**config.mk**
```make
export PLATFORM = sky130hd
export DESIGN_NAME = load_unit_flat
export DESIGN_NICKNAME = d
export VERILOG_FILES = /design/src/rtl/load_unit_if.sv /design/src/rtl/load_unit.sv /design/src/flat_wrapper.sv
export SDC_FILE = /design/constraint.sdc
export NUM_CORES = 1
export LEC_CHECK = 0
export ABC_AREA = 1
export CAP_MARGIN = 40
export CELL_PAD_IN_SITES_DETAIL_PLACEMENT = 1
export CELL_PAD_IN_SITES_GLOBAL_PLACEMENT = 1
export CORE_ASPECT_RATIO = 2
export CORE_MARGIN = 8
export CORE_UTILIZATION = 40
export DETAILED_ROUTE_END_ITERATION = 7
export PLACE_DENSITY_LB_ADDON = 0.1
export SLEW_MARGIN = 20
export SYNTH_ARGS = -nofsm -noshare
export SYNTH_HDL_FRONTEND = slang
export SYNTH_SLANG_ARGS = --single-unit
```
**constraint.sdc**
```tcl
create_clock -name clk -period 3.35 [get_ports clk]
set_clock_uncertainty 0.2 [all_clocks]
set_input_delay 0.67 -clock clk [delete_from_list [all_inputs] [get_ports clk]]
set_output_delay 0.67 -clock clk [all_outputs]
set_load 0.02 [all_outputs]
```
**src/rtl/load_unit_if.sv**
```systemverilog
// Data-memory read channel between the load unit (master) and memory (slave).
// The request is held until mem_ready; mem_rdata is valid in the same cycle as mem_ready.
interface load_unit_if #(
    parameter int DATA_WIDTH = 32
);
    logic [DATA_WIDTH-1:0] mem_addr;
    logic                  mem_read_en;
    logic                  mem_ready;
    logic [DATA_WIDTH-1:0] mem_rdata;

    modport master (
        output mem_addr,
        output mem_read_en,
        input  mem_ready,
        input  mem_rdata
    );

    modport slave (
        input  mem_addr,
        input  mem_read_en,
        output mem_ready,
        output mem_rdata
    );
endinterface

```
**src/rtl/load_unit.sv**
```systemverilog
// Multi-cycle MIPS load datapath (lb/lh/lw/lbu/lhu) with a big-endian byte/half extractor.
// Optional macro LOAD_TIMEOUT_EN aborts a request after TIMEOUT cycles without mem_ready.
module load_unit #(
    parameter int DATA_WIDTH = 32
`ifdef LOAD_TIMEOUT_EN
    ,
    parameter int TIMEOUT    = 64
`endif
) (
    input  logic                  clk,
    input  logic                  reset,
    input  logic                  start,
    input  logic [31:0]           instruction,
    input  logic [DATA_WIDTH-1:0] Read_data1,
    output logic                  busy,
    load_unit_if.master           mem,
    output logic [4:0]            reg_write_addr,
    output logic [DATA_WIDTH-1:0] reg_write_data,
    output logic                  reg_write_enable,
    output logic                  done,
    output logic                  error
);

    localparam logic [5:0] OP_LB  = 6'h20;
    localparam logic [5:0] OP_LH  = 6'h21;
    localparam logic [5:0] OP_LW  = 6'h23;
    localparam logic [5:0] OP_LBU = 6'h24;
    localparam logic [5:0] OP_LHU = 6'h25;

    typedef enum logic [2:0] {
        S_IDLE = 3'd0,
        S_ADDR = 3'd1,
        S_REQ  = 3'd2,
        S_WB   = 3'd3,
        S_ERR  = 3'd4
    } state_t;

    state_t                  state_r;
    state_t                  state_nxt_s;
    logic [5:0]              op_r;
    logic [4:0]              rt_r;
    logic [15:0]             imm_r;
    logic [DATA_WIDTH-1:0]   rs_r;
    logic [1:0]              lane_r;
    logic [DATA_WIDTH-1:0]   ea_s;
    logic                    op_ok_s;
    logic                    misaligned_s;
    logic                    tmo_hit_s;
    logic [7:0]              byte_s;
    logic [15:0]             half_s;
    logic [DATA_WIDTH-1:0]   load_data_s;

    logic                    busy_r;
    logic                    mem_read_en_r;
    logic [DATA_WIDTH-1:0]   mem_addr_r;
    logic [4:0]              reg_write_addr_r;
    logic [DATA_WIDTH-1:0]   reg_write_data_r;
    logic                    reg_write_enable_r;
    logic                    done_r;
    logic                    error_r;

    // The rs field is consumed upstream; only the value on Read_data1 matters here.
    logic unused_rs_field_s;
    assign unused_rs_field_s = ^instruction[25:21];

`ifdef LOAD_TIMEOUT_EN
    localparam int TW = $clog2(TIMEOUT + 1);
    logic [TW-1:0] tmo_cnt_r;

    // Wait counter: zero outside REQ, so it restarts on every REQ entry.
    always_ff @(posedge clk or negedge reset) begin
        if (!reset) begin
            tmo_cnt_r <= {TW{1'b0}};
        end else if (state_r != S_REQ) begin
            tmo_cnt_r <= {TW{1'b0}};
        end else begin
            tmo_cnt_r <= tmo_cnt_r + {{(TW-1){1'b0}}, 1'b1};
        end
    end
    assign tmo_hit_s = (tmo_cnt_r == TW'(TIMEOUT - 1));
`else
    assign tmo_hit_s = 1'b0;
`endif

    // Effective address, opcode legality and alignment check.
    always_comb begin
        ea_s         = rs_r + {{(DATA_WIDTH-16){imm_r[15]}}, imm_r};
        op_ok_s      = 1'b1;
        misaligned_s = 1'b0;
        case (op_r)
            OP_LB, OP_LBU: misaligned_s = 1'b0;
            OP_LH, OP_LHU: misaligned_s = ea_s[0];
            OP_LW:         misaligned_s = |ea_s[1:0];
            default:       op_ok_s      = 1'b0;
        endcase
    end

    // Big-endian lane select and sign/zero extension of the returned word.
    always_comb begin
        case (lane_r)
            2'd0:    byte_s = mem.mem_rdata[31:24];
            2'd1:    byte_s = mem.mem_rdata[23:16];
            2'd2:    byte_s = mem.mem_rdata[15:8];
            2'd3:    byte_s = mem.mem_rdata[7:0];
            default: byte_s = 8'h00;
        endcase
        if (lane_r[1]) begin
            half_s = mem.mem_rdata[15:0];
        end else begin
            half_s = mem.mem_rdata[31:16];
        end
        case (op_r)
            OP_LB:   load_data_s = {{(DATA_WIDTH-8){byte_s[7]}}, byte_s};
            OP_LBU:  load_data_s = {{(DATA_WIDTH-8){1'b0}}, byte_s};
            OP_LH:   load_data_s = {{(DATA_WIDTH-16){half_s[15]}}, half_s};
            OP_LHU:  load_data_s = {{(DATA_WIDTH-16){1'b0}}, half_s};
            default: load_data_s = mem.mem_rdata;
        endcase
    end

    // Next-state logic.
    always_comb begin
        state_nxt_s = state_r;
        case (state_r)
            S_IDLE: begin
                if (start) state_nxt_s = S_ADDR;
                else       state_nxt_s = S_IDLE;
            end
            S_ADDR: begin
                if (!op_ok_s || misaligned_s) state_nxt_s = S_ERR;
                else                          state_nxt_s = S_REQ;
            end
            S_REQ: begin
                if (mem.mem_ready)  state_nxt_s = S_WB;
                else if (tmo_hit_s) state_nxt_s = S_ERR;
                else                state_nxt_s = S_REQ;
            end
            S_WB:    state_nxt_s = S_IDLE;
            S_ERR:   state_nxt_s = S_IDLE;
            default: state_nxt_s = S_IDLE;
        endcase
    end

    // State register; control outputs are registered from the next state.
    always_ff @(posedge clk or negedge reset) begin
        if (!reset) begin
            state_r            <= S_IDLE;
            busy_r             <= 1'b0;
            mem_read_en_r      <= 1'b0;
            done_r             <= 1'b0;
            error_r            <= 1'b0;
            reg_write_enable_r <= 1'b0;
        end else begin
            state_r            <= state_nxt_s;
            busy_r             <= (state_nxt_s != S_IDLE);
            mem_read_en_r      <= (state_nxt_s == S_REQ);
            done_r             <= (state_nxt_s == S_WB) || (state_nxt_s == S_ERR);
            error_r            <= (state_nxt_s == S_ERR);
            reg_write_enable_r <= (state_nxt_s == S_WB) && (rt_r != 5'd0);
        end
    end

    // Operand capture, address register and write-back result.
    always_ff @(posedge clk or negedge reset) begin
        if (!reset) begin
            op_r             <= 6'd0;
            rt_r             <= 5'd0;
            imm_r            <= 16'd0;
            rs_r             <= {DATA_WIDTH{1'b0}};
            lane_r           <= 2'd0;
            mem_addr_r       <= {DATA_WIDTH{1'b0}};
            reg_write_addr_r <= 5'd0;
            reg_write_data_r <= {DATA_WIDTH{1'b0}};
        end else begin
            if ((state_r == S_IDLE) && start) begin
                op_r  <= instruction[31:26];
                rt_r  <= instruction[20:16];
                imm_r <= instruction[15:0];
                rs_r  <= Read_data1;
            end
            if (state_r == S_ADDR) begin
                lane_r     <= ea_s[1:0];
                mem_addr_r <= {ea_s[DATA_WIDTH-1:2], 2'b00};
            end
            if ((state_r == S_REQ) && (state_nxt_s == S_WB)) begin
                reg_write_addr_r <= rt_r;
                reg_write_data_r <= load_data_s;
            end
        end
    end

    assign busy             = busy_r;
    assign mem.mem_addr     = mem_addr_r;
    assign mem.mem_read_en  = mem_read_en_r;
    assign reg_write_addr   = reg_write_addr_r;
    assign reg_write_data   = reg_write_data_r;
    assign reg_write_enable = reg_write_enable_r;
    assign done             = done_r;
    assign error            = error_r;

endmodule
```
**src/flat_wrapper.sv**
```systemverilog
// flat-port wrapper written by rule: the top's interface ports become plain ports
module load_unit_flat 
#(
    parameter int DATA_WIDTH = 32

)
  (clk, reset, start, instruction, Read_data1, busy, reg_write_addr, reg_write_data, reg_write_enable, done, error, mem_mem_addr, mem_mem_read_en, mem_mem_ready, mem_mem_rdata);
  load_unit_if #(.DATA_WIDTH(DATA_WIDTH)) mem_i ();
  input  logic clk;
  input  logic reset;
  input  logic start;
  input  logic [31:0] instruction;
  input  logic [DATA_WIDTH-1:0] Read_data1;
  output logic busy;
  output logic [4:0] reg_write_addr;
  output logic [DATA_WIDTH-1:0] reg_write_data;
  output logic reg_write_enable;
  output logic done;
  output logic error;
  output wire logic [$bits(mem_i.mem_addr)-1:0] mem_mem_addr;
  output wire logic [$bits(mem_i.mem_read_en)-1:0] mem_mem_read_en;
  input wire logic [$bits(mem_i.mem_ready)-1:0] mem_mem_ready;
  input wire logic [$bits(mem_i.mem_rdata)-1:0] mem_mem_rdata;
  assign mem_mem_addr = mem_i.mem_addr;
  assign mem_mem_read_en = mem_i.mem_read_en;
  assign mem_i.mem_ready = mem_mem_ready;
  assign mem_i.mem_rdata = mem_mem_rdata;
  load_unit #(.DATA_WIDTH(DATA_WIDTH)) u_core (.clk(clk), .reset(reset), .start(start), .instruction(instruction), .Read_data1(Read_data1), .busy(busy), .mem(mem_i), .reg_write_addr(reg_write_addr), .reg_write_data(reg_write_data), .reg_write_enable(reg_write_enable), .done(done), .error(error));
endmodule
```
Yosys cells after proc, flatten, opt, wreduce, memory -nomap -nowiden
Index checks and enable logic that the tools add are counted.
Widths: inputs -> output; s select.
{ "op_classes": {"add_sub_neg": 1, "multipliers": 0, "n_div": 0, "magnitude_cmp": 0, "eq_ne": 13, "n_shift": 0, "muxes": 9, "n_bitwise": 0, "reduce_logical": 13} }
{ "op_table": {"columns": ["op", "count"], "rows": [
  ["$pmux 32 s4", 1],
  ["$add 32x32->32", 1],
  ["$pmux 8 s4", 1],
  ["$eq 6x6->1 const B", 5],
  ["$mux 16", 1],
  ["$eq 3x2->1 const B", 3],
  ["$pmux 3 s3", 1],
  ["$reduce_bool 5->1", 1],
  ["$reduce_or 5->1", 1],
  ["$eq 2x2->1 const B", 2],
  ["$reduce_or 2->1", 2],
  ["$eq 3x1->1 const B", 1],
  ["$eq 3x3->1 const B", 1],
  ["$logic_and 1x1->1", 3],
  ["$logic_not 3->1", 1],
  ["$mux 1", 3],
  ["$mux 3", 1],
  ["$reduce_bool 3->1", 1],
  ["$eq 2x1->1 const B", 1],
  ["$logic_not 2->1", 1],
  ["$logic_or 1x1->1", 2],
  ["$pmux 1 s2", 1],
  ["$logic_not 1->1", 1]
]} }
{ "word_totals": {"ff_bits": 136, "latchBits": 0, "mem_bits_rw": 0, "mem_bits_ro": 0, "out_inout_bits": 74, "word_cells": 50, "mem_count": 0} }

Logic depth before layout (Yosys ltp)
Gate-level depths: netlist (run 1).
{ "depth": {"word_depth": 9, "ltp_mapped": 13} }

Worst setup path after synthesis (run 1)
Ideal clock, no wire load.
{ "synth_timing": {"path_type": "register -> register", "from": "register u_core.imm_r[15]", "to": "register u_core.mem_addr_r[28] (netlist: u_core.mem.mem_addr[28])", "t_arrival_ns": 1.796, "required_ns": 3.032, "setup_slack_ns": 1.236, "path_stages_with_launch": 12, "path_cell_list": "dfrtp_1 > ha_1 > nand2_1 > nor2_1 > inv_1 > nor2_1 > and2_1 > nand2_1 > nand2_1 > nand2_1 > nand3_1 > nand2_1"} }
{ "synth_via": {"elab_chain_len": 1} }
{ "synth_lines": {"columns": ["item", "line_no", "rtl"], "rows": [
  ["start: declaration", "load_unit.sv:42", "logic [15:0] imm_r;"],
  ["start signal: assignment", "load_unit.sv:178", "imm_r <= instruction[15:0];"],
  ["$add 32x32->32", "load_unit.sv:87", "ea_s = rs_r + {{(DATA_WIDTH-16){imm_r[15]}}, imm_r};"],
  ["end signal: assignment", "load_unit.sv:171", "mem_addr_r <= {DATA_WIDTH{1'b0}};"],
  ["end signal: assignment", "load_unit.sv:183", "mem_addr_r <= {ea_s[DATA_WIDTH-1:2], 2'b00};"],
  ["end: declaration", "load_unit.sv:55", "logic [DATA_WIDTH-1:0] mem_addr_r;"]
]} }
Every way passes these cells.
A chain may end at the register's enable or synchronous reset.

Final worst setup path (run 1)
Same ends and word-level chain as after synthesis.

==> impl_metrics.tcl, run 1 <==
set metrics [dict create \
    total_power_w 0.0121 \
    outcome "finished, final reports clean" \
    final-hold-violation-count 0 \
    via_count 7803 \
    dieWidth_um 117 \
    setup-tns-final_ns 0 \
    peakVddDrop_mv 0.604 \
    cts_hold_buf 0 \
    max_freq_mhz 363 \
    cp-end-kind "flip-flop" \
    initial_utilization 0.406 \
    path_buf_inv 1 \
    syn_inst 1093 \
    hpwl_um 22400 \
    path_delay_family "simple AND/OR/NAND/NOR gates" \
    setup_slack_ns 0.597 \
    ys_ff_latch 136 \
    placed_cells 1506 \
    tightest_slew_ns 0.773 \
    fin_nets 1392 \
    final-max-slew-violation-count 0 \
    worstPathArrival_ns 2.88 \
    grt_pass1_wl_um 45100 \
    ys_types 42 \
    cts_buffers 17 \
    worst_path_max_delay_cell "dfrtp_1" \
    drt-initial-drc-count 303 \
    crit_fanout 18 \
    clk_path_buf_depth 2 \
    final_area_um2 10800 \
    drc 0 \
    drtPass1Iterations 4 \
    clk_latency_ns 0.44 \
    drtAntennaViolNets 0 \
    place_area_um2 10200 \
    powerDensity_nw_per_um2 1120 \
    worst_path_most_repeated_cell "nand2_1" \
    synth_edf_count 0 \
    cts_tree "built" \
    cts_sinks 136 \
    drive_gt1_frac 0.0864 \
    syn-cell-area_um2 8230 \
    grt_max_degree 77 \
    synthArstFlopShare 1.00 \
    critPathMaxStageDelay_ns 0.65 \
    rsz0062_at_grt "false" \
    ys_seq_area_frac 0.414 \
    path_clk_slew_ns 0.06 \
    place.port_buffers 166 \
    leakage_nw 5.52 \
    dp_slack_ns 0.610 \
    finalCritPeriodShare 0.822 \
    register_area_um2 3400 \
    dieArea_um2 25700 \
    worstHoldPathType "input port to asynchronous set/reset pin" \
    cts_resized 0 \
    post_cts_buffers 0 \
    syn_to_final_growth_pct 30.9 \
    coreArea_um2 20300 \
    antenna_found_initial 1 \
    wl_um 28100 \
    synth_flop_cell "dfrtp_1" \
    grt_pass1_vias 8607 \
    setup_viol 0 \
    r2r_cells 11 \
    fillers 2514 \
    crit_cells 11 \
    clockRootBuffer "clkbuf_16" \
    drv_cap 0 \
    slew_headroom 0.485 \
    path_class "flip-flop to flip-flop" \
    io_pins 174 \
    die_h_um 219 \
    overflow 0 \
    yosysWarnings 0 \
    syn_avg_cell_area_um2 7.53 \
    min_period_ns 2.75 \
    final_cell_count_no_fill 1540 \
    multi_input_area_um2 4100 \
    via_per_inst 5.07 \
    place_congestion 0.873 \
    routedWlPerCell_um 18.2 \
    path_cells "ha_1 -> nand2_1 -> nor2_1 -> inv_1 -> nor2_1 -> and2_1 -> nand2_1 -> nand2_1 -> nand2_1 -> nand3_1 -> nand2_1" \
    cp.required_ns 3.48 \
    grt_usage 0.226 \
    h-tree-depth 4 \
    startpoint_type "flip-flop" \
    rows 74 \
]
==> cells in the mapped netlist (3+ instances only) <==
| cell type | count | area [um^2] |
|---|---|---|
| o21ai_0 | 24 | 120 |
| xnor2_1 | 10 | 87.6 |
| and2_1 | 4 | 25.0 |
| mux2_2 | 54 | 608 |
| nand3_1 | 53 | 265 |
| dfrtp_1 | 136 | 3400 |
| buf_2 | 12 | 60.1 |
| a21oi_1 | 39 | 195 |
| o21a_1 | 8 | 60.1 |
| mux2i_1 | 3 | 30.0 |
| nor2_1 | 45 | 169 |
| clkbuf_1 | 14 | 52.6 |
| inv_1 | 146 | 548 |
| o211ai_1 | 18 | 135 |
| ha_1 | 31 | 388 |
| nor3_1 | 6 | 30.0 |
| inv_2 | 5 | 18.8 |
| nand4_1 | 20 | 125 |
| o21ai_1 | 12 | 60.1 |
| nand2_1 | 423 | 1590 |
==> report_power, final <==
part	internal (W)	switching, W	total [W]	leakage (nW)
sequential	0.00238	0.000498	0.00288	1.68
combinational	0.00281	0.00453	0.00734	3.55
clock	0.00115	0.000712	0.00186	0.285
==> stage by stage <==
| step | utilization | hold WS [ns] |
|---|---|---|
| detailed placement | 0.501 | 0.266 |
| finish | 0.531 | 0.0507 |
| floorplan | - | 0.174 |
| CTS | 0.530 | 0.0827 |
| global route | 0.531 | 0.111 |
| global placement | 0.501 | 0.261 |
==> final timing paths <==
kind	from	endpoint	slack [ns]
worst max-delay path	u_core.imm_r[15]	u_core.mem.mem_addr[28]	0.60
worst min-delay path	reset	u_core.reg_write_data[12]	0.05
worst max register to register	u_core.imm_r[15]	u_core.mem.mem_addr[28]	0.60
worst min register to register	u_core.reg_write_data[25]	u_core.reg_write_data[25]	0.28
max in group asynchronous	reset	u_core.mem.mem_addr[22]	2.13
min in group clk	u_core.reg_write_data[25]	u_core.reg_write_data[25]	0.28
==> layout by cell type, fill, tap and decap left out, types with 12 or more instances in the layout <==
master	netlist	final
ha_1	31	31
clkdlybuf4s50_1	0	165
o21ai_0	24	24
o211ai_1	18	18
mux2_2	54	54
nand4_1	20	20
nand2_1	423	423
nor2_1	45	45
nand3_1	53	53
o21ai_1	12	12
a21oi_1	39	39
inv_1	146	146
dfrtp_1	136	136
clkbuf_16	0	17
==> area by class of cell <==
cell class,instances,share of cell area
Antenna cell,1,0.000232
Timing Repair Buffer,178,0.165
Clock inverter,7,0.00860
Clock buffer,25,0.0451
Inverter,153,0.0533
Sequential cell,136,0.316
Multi-Input combinational cell,774,0.381
Tap cell,266,0.0309
==> cells by family (layout without fill, tap and decap cells) <==
family                   count (synthesis)  in the layout  share of synthesized area
flip-flops                             136            136                      0.414
adder cells (fa/ha/maj)                 32             32                     0.0496
AND/OR/NAND/NOR                        566            566                      0.284
multiplexers                            57             57                     0.0776
other                                    1              3                   0.000456
AO/OA/AOI/OAI                          106            106                     0.0744
XOR/XNOR                                11             11                     0.0117
buffers and inverters                  184            363                     0.0885
==> state kept, by name, indices dropped and copies added, names as in the netlist, 2 cells and up <==
| name | flops |
|---|---|
| u_core.reg_write_data | 32 |
| u_core.imm_r | 16 |
| u_core.rs_r | 32 |
| u_core.mem.mem_addr | 30 |
| u_core.reg_write_addr | 5 |
| u_core.rt_r | 5 |
| u_core.op_r | 6 |
| u_core.lane_r | 2 |
| u_core.state_r | 3 |
==> metal layers <==
layer  share of wire  vias to the layer above  global-route usage
met5               0                        -                   0
met4           0.062                        0               0.157
met3           0.027                       65              0.0324
met2            0.57                      171               0.453
met1            0.34                     3768               0.201
li1                -                     3799                   -
(Power assumes the default switching activity.)
==> run 2: changes to the inputs <==
Settings changed: CORE_UTILIZATION 40 to 34.
Clock period 3.35 ns to 2.46 ns, I/O delays scaled along.
==> run 2 against run 1 <==
Net effect: clock power increased by 45%; largest power group unchanged; critical endpoint unchanged; critical path type unchanged; combinational power increased by 50%; global-route usage decreased by 2.6 points; total power increased by 45%; critical path depth unchanged; largest cell class unchanged.
==> impl_metrics.tcl, run 2 (synthesized netlist as in run 1, its figures left out) <==
set metrics [dict create \
    outcome "finished, final reports clean" \
    path_clk_slew_ns 0.06 \
    via_per_inst 4.90 \
    cts_buffers 17 \
    fin_nets 1440 \
    clockRootBuffer "clkbuf_16" \
    finalCritPeriodShare 0.961 \
    initial_utilization 0.345 \
    worst_path_most_repeated_cell "nand2_1" \
    crit_fanout 14 \
    cp-end-kind "flip-flop" \
    rsz0062_at_grt "true" \
    peakVddDrop_mv 0.776 \
    powerDensity_nw_per_um2 1550 \
    max_freq_mhz 423 \
    grt_usage 0.200 \
    antenna_found_initial 0 \
    syn_to_final_growth_pct 37.4 \
    final_common_cell "nand2_1" \
    io_pins 174 \
    drv_cap 0 \
    post_cts_buffers 0 \
    final-max-slew-violation-count 0 \
    wl_um 28400 \
    via_count 7878 \
    final_cell_mix "nand2_1 (421), clkdlybuf4s50_1 (165), inv_1 (146), dfrtp_1 (136), mux2_2 (54)" \
    multi_input_area_um2 4140 \
    min_period_ns 2.36 \
    startpoint_type "flip-flop" \
    routedWlPerCell_um 17.7 \
    rows 80 \
    hpwl_um 23200 \
    setup_viol 0 \
    clk_latency_ns 0.43 \
    grt_max_degree 51 \
    clk_path_buf_depth 2 \
    drtPass1Iterations 4 \
    dr_wl_met2_um 16700 \
    dieArea_um2 29700 \
    drtAntennaViolNets 0 \
    drive_gt1_frac 0.132 \
    wl_met3_um 777 \
    top_layer "met4" \
    cts_tree "built" \
    wl_met1_um 9520 \
    total_power_w 0.0175 \
    final-hold-violation-count 0 \
    dieWidth_um 126 \
    worstPathArrival_ns 2.49 \
    place.port_buffers 166 \
    overflow 0 \
    register_area_um2 3400 \
    fillers 2944 \
    worstHoldPathType "flip-flop to flip-flop" \
    path_class "flip-flop to flip-flop" \
    placed_cells 1574 \
    critPathMaxStageDelay_ns 0.40 \
    coreArea_um2 23800 \
    worst_path_max_delay_cell "dfrtp_1" \
    diodes 0 \
    path_cells "buf_12 -> ha_1 -> nand2_1 -> inv_1 -> and3_1 -> and2_1 -> nand2_1 -> nand2_1 -> nand2_1 -> nand3_1 -> nand2_1" \
    cts_sinks 136 \
    drt-initial-drc-count 268 \
    drc 0 \
    leakage_nw 5.80 \
    place_congestion 0.870 \
    grt_pass1_vias 8766 \
    final_cell_count_no_fill 1608 \
    cp.required_ns 2.58 \
    grt_pass1_wl_um 46000 \
    h-tree-depth 4 \
    die_h_um 236 \
]
[run 2: layer usage]
metal	global-route usage	vias up
met2	0.402	153
met1	0.177	3793
met4	0.117	0
li1	-	3881
met5	0	-
met3	0.0339	51
[run 2: critical path, delay by kind of cell, from the launching register on]
family,cells,cell delay [ns]
AND/OR/NAND/NOR,8,1.00
flip-flops,1,0.40
adder cells (fa/ha/maj),1,0.38
buffers and inverters,2,0.27
[run 2: final cells by class]
cell class | instances | area share
clock buffers | 21 | 0.0425
clock inverters | 11 | 0.0128
inverters | 153 | 0.0508
multi-input cells | 774 | 0.366
flip-flops and latches | 136 | 0.301
well taps | 287 | 0.0318
repair buffers | 226 | 0.195
[run 2: timing repair]
action,CTS,global route
hold buffers,1,0
setup endpoints to repair,0,8
endpoints found under the hold margin,42,0
gates resized for setup,0,12
[run 2: worst paths after layout]
kind	from	end	slack (ns)	depth (start not counted)
worst max-delay path	u_core.imm_r[15]	u_core.mem.mem_addr[28]	0.1	11
worst min register to register	u_core.reg_write_data[11]	u_core.reg_write_data[11]	0.27	2
max in group asynchronous	reset	u_core.rs_r[26]	1.06	3
worst min-delay path	u_core.reg_write_data[11]	u_core.reg_write_data[11]	0.27	2
worst max register to register	u_core.imm_r[15]	u_core.mem.mem_addr[28]	0.1	11
min in group asynchronous	reset	u_core.reg_write_data[12]	0.34	2
[run 2: report_power, final]
part | internal (W) | leakage [nW] | switching (W) | total (W)
sequential | 0.00325 | 1.68 | 0.000607 | 0.00385
clock | 0.00170 | 0.301 | 0.00100 | 0.00270
combinational | 0.00461 | 3.81 | 0.00637 | 0.0110
total | 0.00956 | 5.80 | 0.00798 | 0.0175
[run 2: metrics by stage]
step                setup TNS (ns)  hold slack [ns]  cell area (um^2)  utilization  setup slack [ns]
finish                           0            0.275             11300        0.474            0.0959
global route              -0.00943            0.300             11300        0.474          -0.00821
CTS                              0            0.281             11200        0.472            0.0389
detailed placement               0            0.260             10600        0.445            0.0633
global placement                 0            0.261             10600        0.445            0.0745
floorplan                        0         -0.00359              8230            -             0.346
==> RTL change 1 (config.mk and constraints of run 2) <==
Encoding of `state_t`: now one-hot (5 bits for 5 states).
--- a/src/rtl/load_unit.sv
+++ b/src/rtl/load_unit.sv
@@ -27,12 +27,12 @@
     localparam logic [5:0] OP_LBU = 6'h24;
     localparam logic [5:0] OP_LHU = 6'h25;
 
-    typedef enum logic [2:0] {
-        S_IDLE = 3'd0,
-        S_ADDR = 3'd1,
-        S_REQ  = 3'd2,
-        S_WB   = 3'd3,
-        S_ERR  = 3'd4
+    typedef enum logic [4:0] {
+        S_IDLE = 5'b00001,
+        S_ADDR = 5'b00010,
+        S_REQ  = 5'b00100,
+        S_WB   = 5'b01000,
+        S_ERR  = 5'b10000
     } state_t;
 
     state_t                  state_r;
Function: no difference found for any inputs over 10 cycles, from zero or initial values and one cycle with reset low; not proved beyond that.
==> RTL change 1 against run 2 <==
Power fell by 15%. Die area increased by 1.4%. Sequential cell count is 2 higher. Sequential share of layout area increased by 0.49 points. Wire length grew 5.8%. Cell area is essentially flat. Highest routed layer unchanged. Area after synthesis is 1.5% higher. Worst setup slack lost 5.4 ps.
==> RTL change 1: results (changes against run 2) <==
stage,metric,value,unit,change
final_layout,final_nets,1556,,+8.1%
synth,synth_common_cells,"nand2_1, inv_1, dfrtp_1, nor2_1, nand3_1",,
worst_hold_path,hold_end,u_core.reg_write_data[22],,
drt,drtPass1Iterations,4,,unchanged
grt,grt_max_degree,52,,+2.0%
grt,track_usage,0.2076,,+0.007846
worst_setup_path,worst_r2r_endpoint,u_core.mem.mem_addr[24],,
synth,synth_area_leaders,"dfrtp_1, nand2_1, inv_1",,
sta,maxSlewHeadroom,0.4821,,
run_status,status,"complete, no violations",,
synth,ys_seq_area_frac,0.4137,,about the same
drt,wl_met3,843,microns,+8.5%
grt,first_global_vias,9105,,+3.9%
drt,met2_length,17.33,mm,+3.5%
final_layout,fill_cells,3095,,+5.1%
drt,totalWireLength,30.03,mm,+5.8%
power_and_ir_drop,p_leak,6.115,nW,+5.5%
worst_setup_path,cpMaxStageDelayCell,dfrtp_2,,
power_and_ir_drop,ir_drop,0.6886,mV,-11%
drt,via_per_inst,4.800,,-2.0%
final_layout,drive_above_1_share,0.09534,,-0.03638
drt,drt-met1-wl,10.36,mm,+8.8%
placement,dpl.hpwl,24.47,mm,+5.3%
clock_tree,cts_made_buffers,17,,unchanged
grt,grt_first_pass_wirelength,47.98,mm,+4.4%
worst_setup_path,cp_max_fo,6,,-8
placement,place.gp.congestion,0.8983,,+3.2%
worst_setup_path,slowest_delay,440,ps,+40 ps
clock_tree,clk_latency,450,ps,+20 ps
drt,drtIter0Drc,302,,+13%
RTL change 1: how the worst max path moves through the flow:
stage | start | end | slack [ps] | cells past startpoint
2_1_floorplan | u_core.imm_r[15] | u_core.mem.mem_addr[25] | 370 | 11
3_3_place_gp | u_core.imm_r[15] | u_core.mem.mem_addr[30] | -130 | 12
3_5_place_dp | u_core.imm_r[15] | u_core.mem.mem_addr[30] | -200 | 12
4_1_cts | u_core.imm_r[15] | u_core.mem.mem_addr[30] | -1 | 13
5_1_grt | u_core.imm_r[15] | u_core.mem.mem_addr[26] | -60 | 12
6_report | u_core.imm_r[15] | u_core.mem.mem_addr[24] | 90 | 11
RTL change 1: cell type report:
type | count | share of cell area
Clock buffer | 20 | 0.04043
Clock inverter | 12 | 0.01163
Inverter | 148 | 0.04919
Multi-Input combinational cell | 899 | 0.3707
Sequential cell | 138 | 0.3060
Tap cell | 290 | 0.03213
Timing Repair Buffer | 220 | 0.1900
RTL change 1: worst min-delay path, stage by stage, from the launching register on:
cell     delay (ps)
dfrtp_1         340
nand2_1          50
nand2_1          50
RTL change 1: cell families after synthesis:
family | after synthesis | synth area share
xor gates and xnor gates | 12 | 0.01259
adders and majority gates | 32 | 0.04885
other | 1 | 0.0004491
AOI/OAI and AO/OA | 82 | 0.05259
and+or+nand+nor | 770 | 0.3764
DFF | 138 | 0.4137
buffers and inverters | 187 | 0.09424
muxes | 1 | 0.001199
RTL change 1: repair_timing:
action	4_1_cts	5_1_grt
setup endpoints to repair	8	15
setup buffers	0	2
endpoints found under the hold margin	45	0
hold buffers	1	0
gates resized for setup	4	20
RTL change 1: metrics by stage:
step	utilization	instance area [sq um]	instances	total power, mW	setup WS [ps]
5_1_grt	0.4644	11290	1727	16.18	-62.73
6_report	0.4644	11290	1727	14.86	90.52
3_5_place_dp	0.4358	10600	1692	12.24	-195.8
3_3_place_gp	0.4358	10600	1692	12.02	-125.5
4_1_cts	0.4609	11210	1725	14.97	-1.167
2_1_floorplan	-	8354	1224	8.742	375.0
RTL change 1: routing by layer:
layer,up-vias,global-route usage
met3,58,0.03614
met5,-,0
met1,3922,0.1854
met4,0,0.1233
met2,167,0.4153
li1,4143,-
RTL change 1: power by group:
group          internal (mW)  switching [mW]  total (mW)  leakage (nW)
sequential              3.06           0.528        3.59          1.76
clock                   1.48            1.11        2.59         0.284
combinational           3.40            5.28        8.68          4.08
==> RTL change 2 (settings of run 2) <==
Made on the original files. `DATA_WIDTH` is set to 32 in 3 places; all go to 64.
--- a/src/rtl/load_unit_if.sv
+++ b/src/rtl/load_unit_if.sv
@@ -1,7 +1,7 @@
 // Data-memory read channel between the load unit (master) and memory (slave).
 // The request is held until mem_ready; mem_rdata is valid in the same cycle as mem_ready.
 interface load_unit_if #(
-    parameter int DATA_WIDTH = 32
+    parameter int DATA_WIDTH = 64
 );
     logic [DATA_WIDTH-1:0] mem_addr;
     logic                  mem_read_en;
--- a/src/rtl/load_unit.sv
+++ b/src/rtl/load_unit.sv
@@ -1,7 +1,7 @@
 // Multi-cycle MIPS load datapath (lb/lh/lw/lbu/lhu) with a big-endian byte/half extractor.
 // Optional macro LOAD_TIMEOUT_EN aborts a request after TIMEOUT cycles without mem_ready.
 module load_unit #(
-    parameter int DATA_WIDTH = 32
+    parameter int DATA_WIDTH = 64
 `ifdef LOAD_TIMEOUT_EN
     ,
     parameter int TIMEOUT    = 64
--- a/src/flat_wrapper.sv
+++ b/src/flat_wrapper.sv
@@ -1,7 +1,7 @@
 // flat-port wrapper written by rule: the top's interface ports become plain ports
 module load_unit_flat 
 #(
-    parameter int DATA_WIDTH = 32
+    parameter int DATA_WIDTH = 64
 
 )
   (clk, reset, start, instruction, Read_data1, busy, reg_write_addr, reg_write_data, reg_write_enable, done, error, mem_mem_addr, mem_mem_read_en, mem_mem_ready, mem_mem_rdata);
Interface: changed (resized Read_data1, mem_mem_addr, mem_mem_rdata and reg_write_data); port bits go from 174 to 302. The function was not compared with the original's and may differ.
==> RTL change 2 against run 2 <==
Sequential cell count grew 96. Wire length rose by 94%. Area after synthesis up 83%. Cell area up 85%. Fmax is 11% lower. The run now ends with negative setup slack left. Worst setup slack worse by 300 ps. Global-route usage rose by 0.99 points. Count of clock-buffer cells in the layout increased by 9. Clock power is 30% higher. Power is 100% higher.
==> RTL change 2: results (changes against run 2) <==
stage,metric,value,unit,change
worst_setup_path,slowest_delay,480,ps,+80 ps
sta,fin_ws,-203.3,ps,-299.2 ps
drt,vias,14560,,+85%
final_layout,inverters_excl_clock,354,,+130%
drt,drtIter0Drc,590,,+120%
worst_setup_path,cp-endpoint,u_core.mem.mem_addr[52],,
grt,antenna_found_initial,3,,+3
synth,synth_common_cells,"nand2_1, inv_1, dfrtp_1, nor2_1, mux2_2",,
power_and_ir_drop,p_leak,10.75,nW,+85%
grt,met1_usage,0.2569,,+0.07946
placement,numPortBuffers,294,,+77%
run_status,violations,negative setup slack,,
final_layout,multi_input_area,8158,sq um,+97%
synth,ys_types,40,,-4.8%
final_layout,final_nets,2761,,+92%
power_and_ir_drop,clock_power_share,0.098,,-0.056
placement,place_area,19630,sq um,+85%
grt,met3_usage,0.02470,,-0.009197
sta,setup_viol,44,,+44
final_layout,nClkBuffers,30,,+43%
power_and_ir_drop,ir_drop,0.8770,mV,+13%
placement,dpl.hpwl,43.93,mm,+89%
synth,synth_cells,2123,,+94%
run_status,status,"finished, violations left",,
clock_tree,cts_made_buffers,24,,+7
grt,grt_max_degree,116,,+130%
## RTL change 2: cell count changes in the layout (fill, tap and decap cells not counted), moves of 40 or more
| cell | change |
|---|---|
| a21oi_1 | +41 |
| buf_4 | +78 |
| clkdlybuf4s50_1 | +128 |
| dfrtp_1 | +95 |
| inv_1 | +204 |
| mux2_2 | +40 |
| nand2_1 | +385 |
| o21ai_0 | +60 |
## RTL change 2: layer usage
layer	up-vias	part of all wire
met5	-	0
met4	0	0.023
met3	47	0.036
met2	233	0.52
met1	6908	0.43
li1	7375	-
## RTL change 2: logic make-up (layout without fill, tap and decap cells)
kind of cell               after synthesis  count (layout)  synth area share
buffers and inverters                  411             833            0.1073
muxes                                  101             101           0.07512
other                                    1               5         0.0002496
and+or+nand+nor                       1068            1068            0.2831
adders and majority gates               64              64           0.05380
AOI/OAI and AO/OA                      218             218           0.07778
xor gates and xnor gates                28              28           0.01632
DFF                                    232             232            0.3864
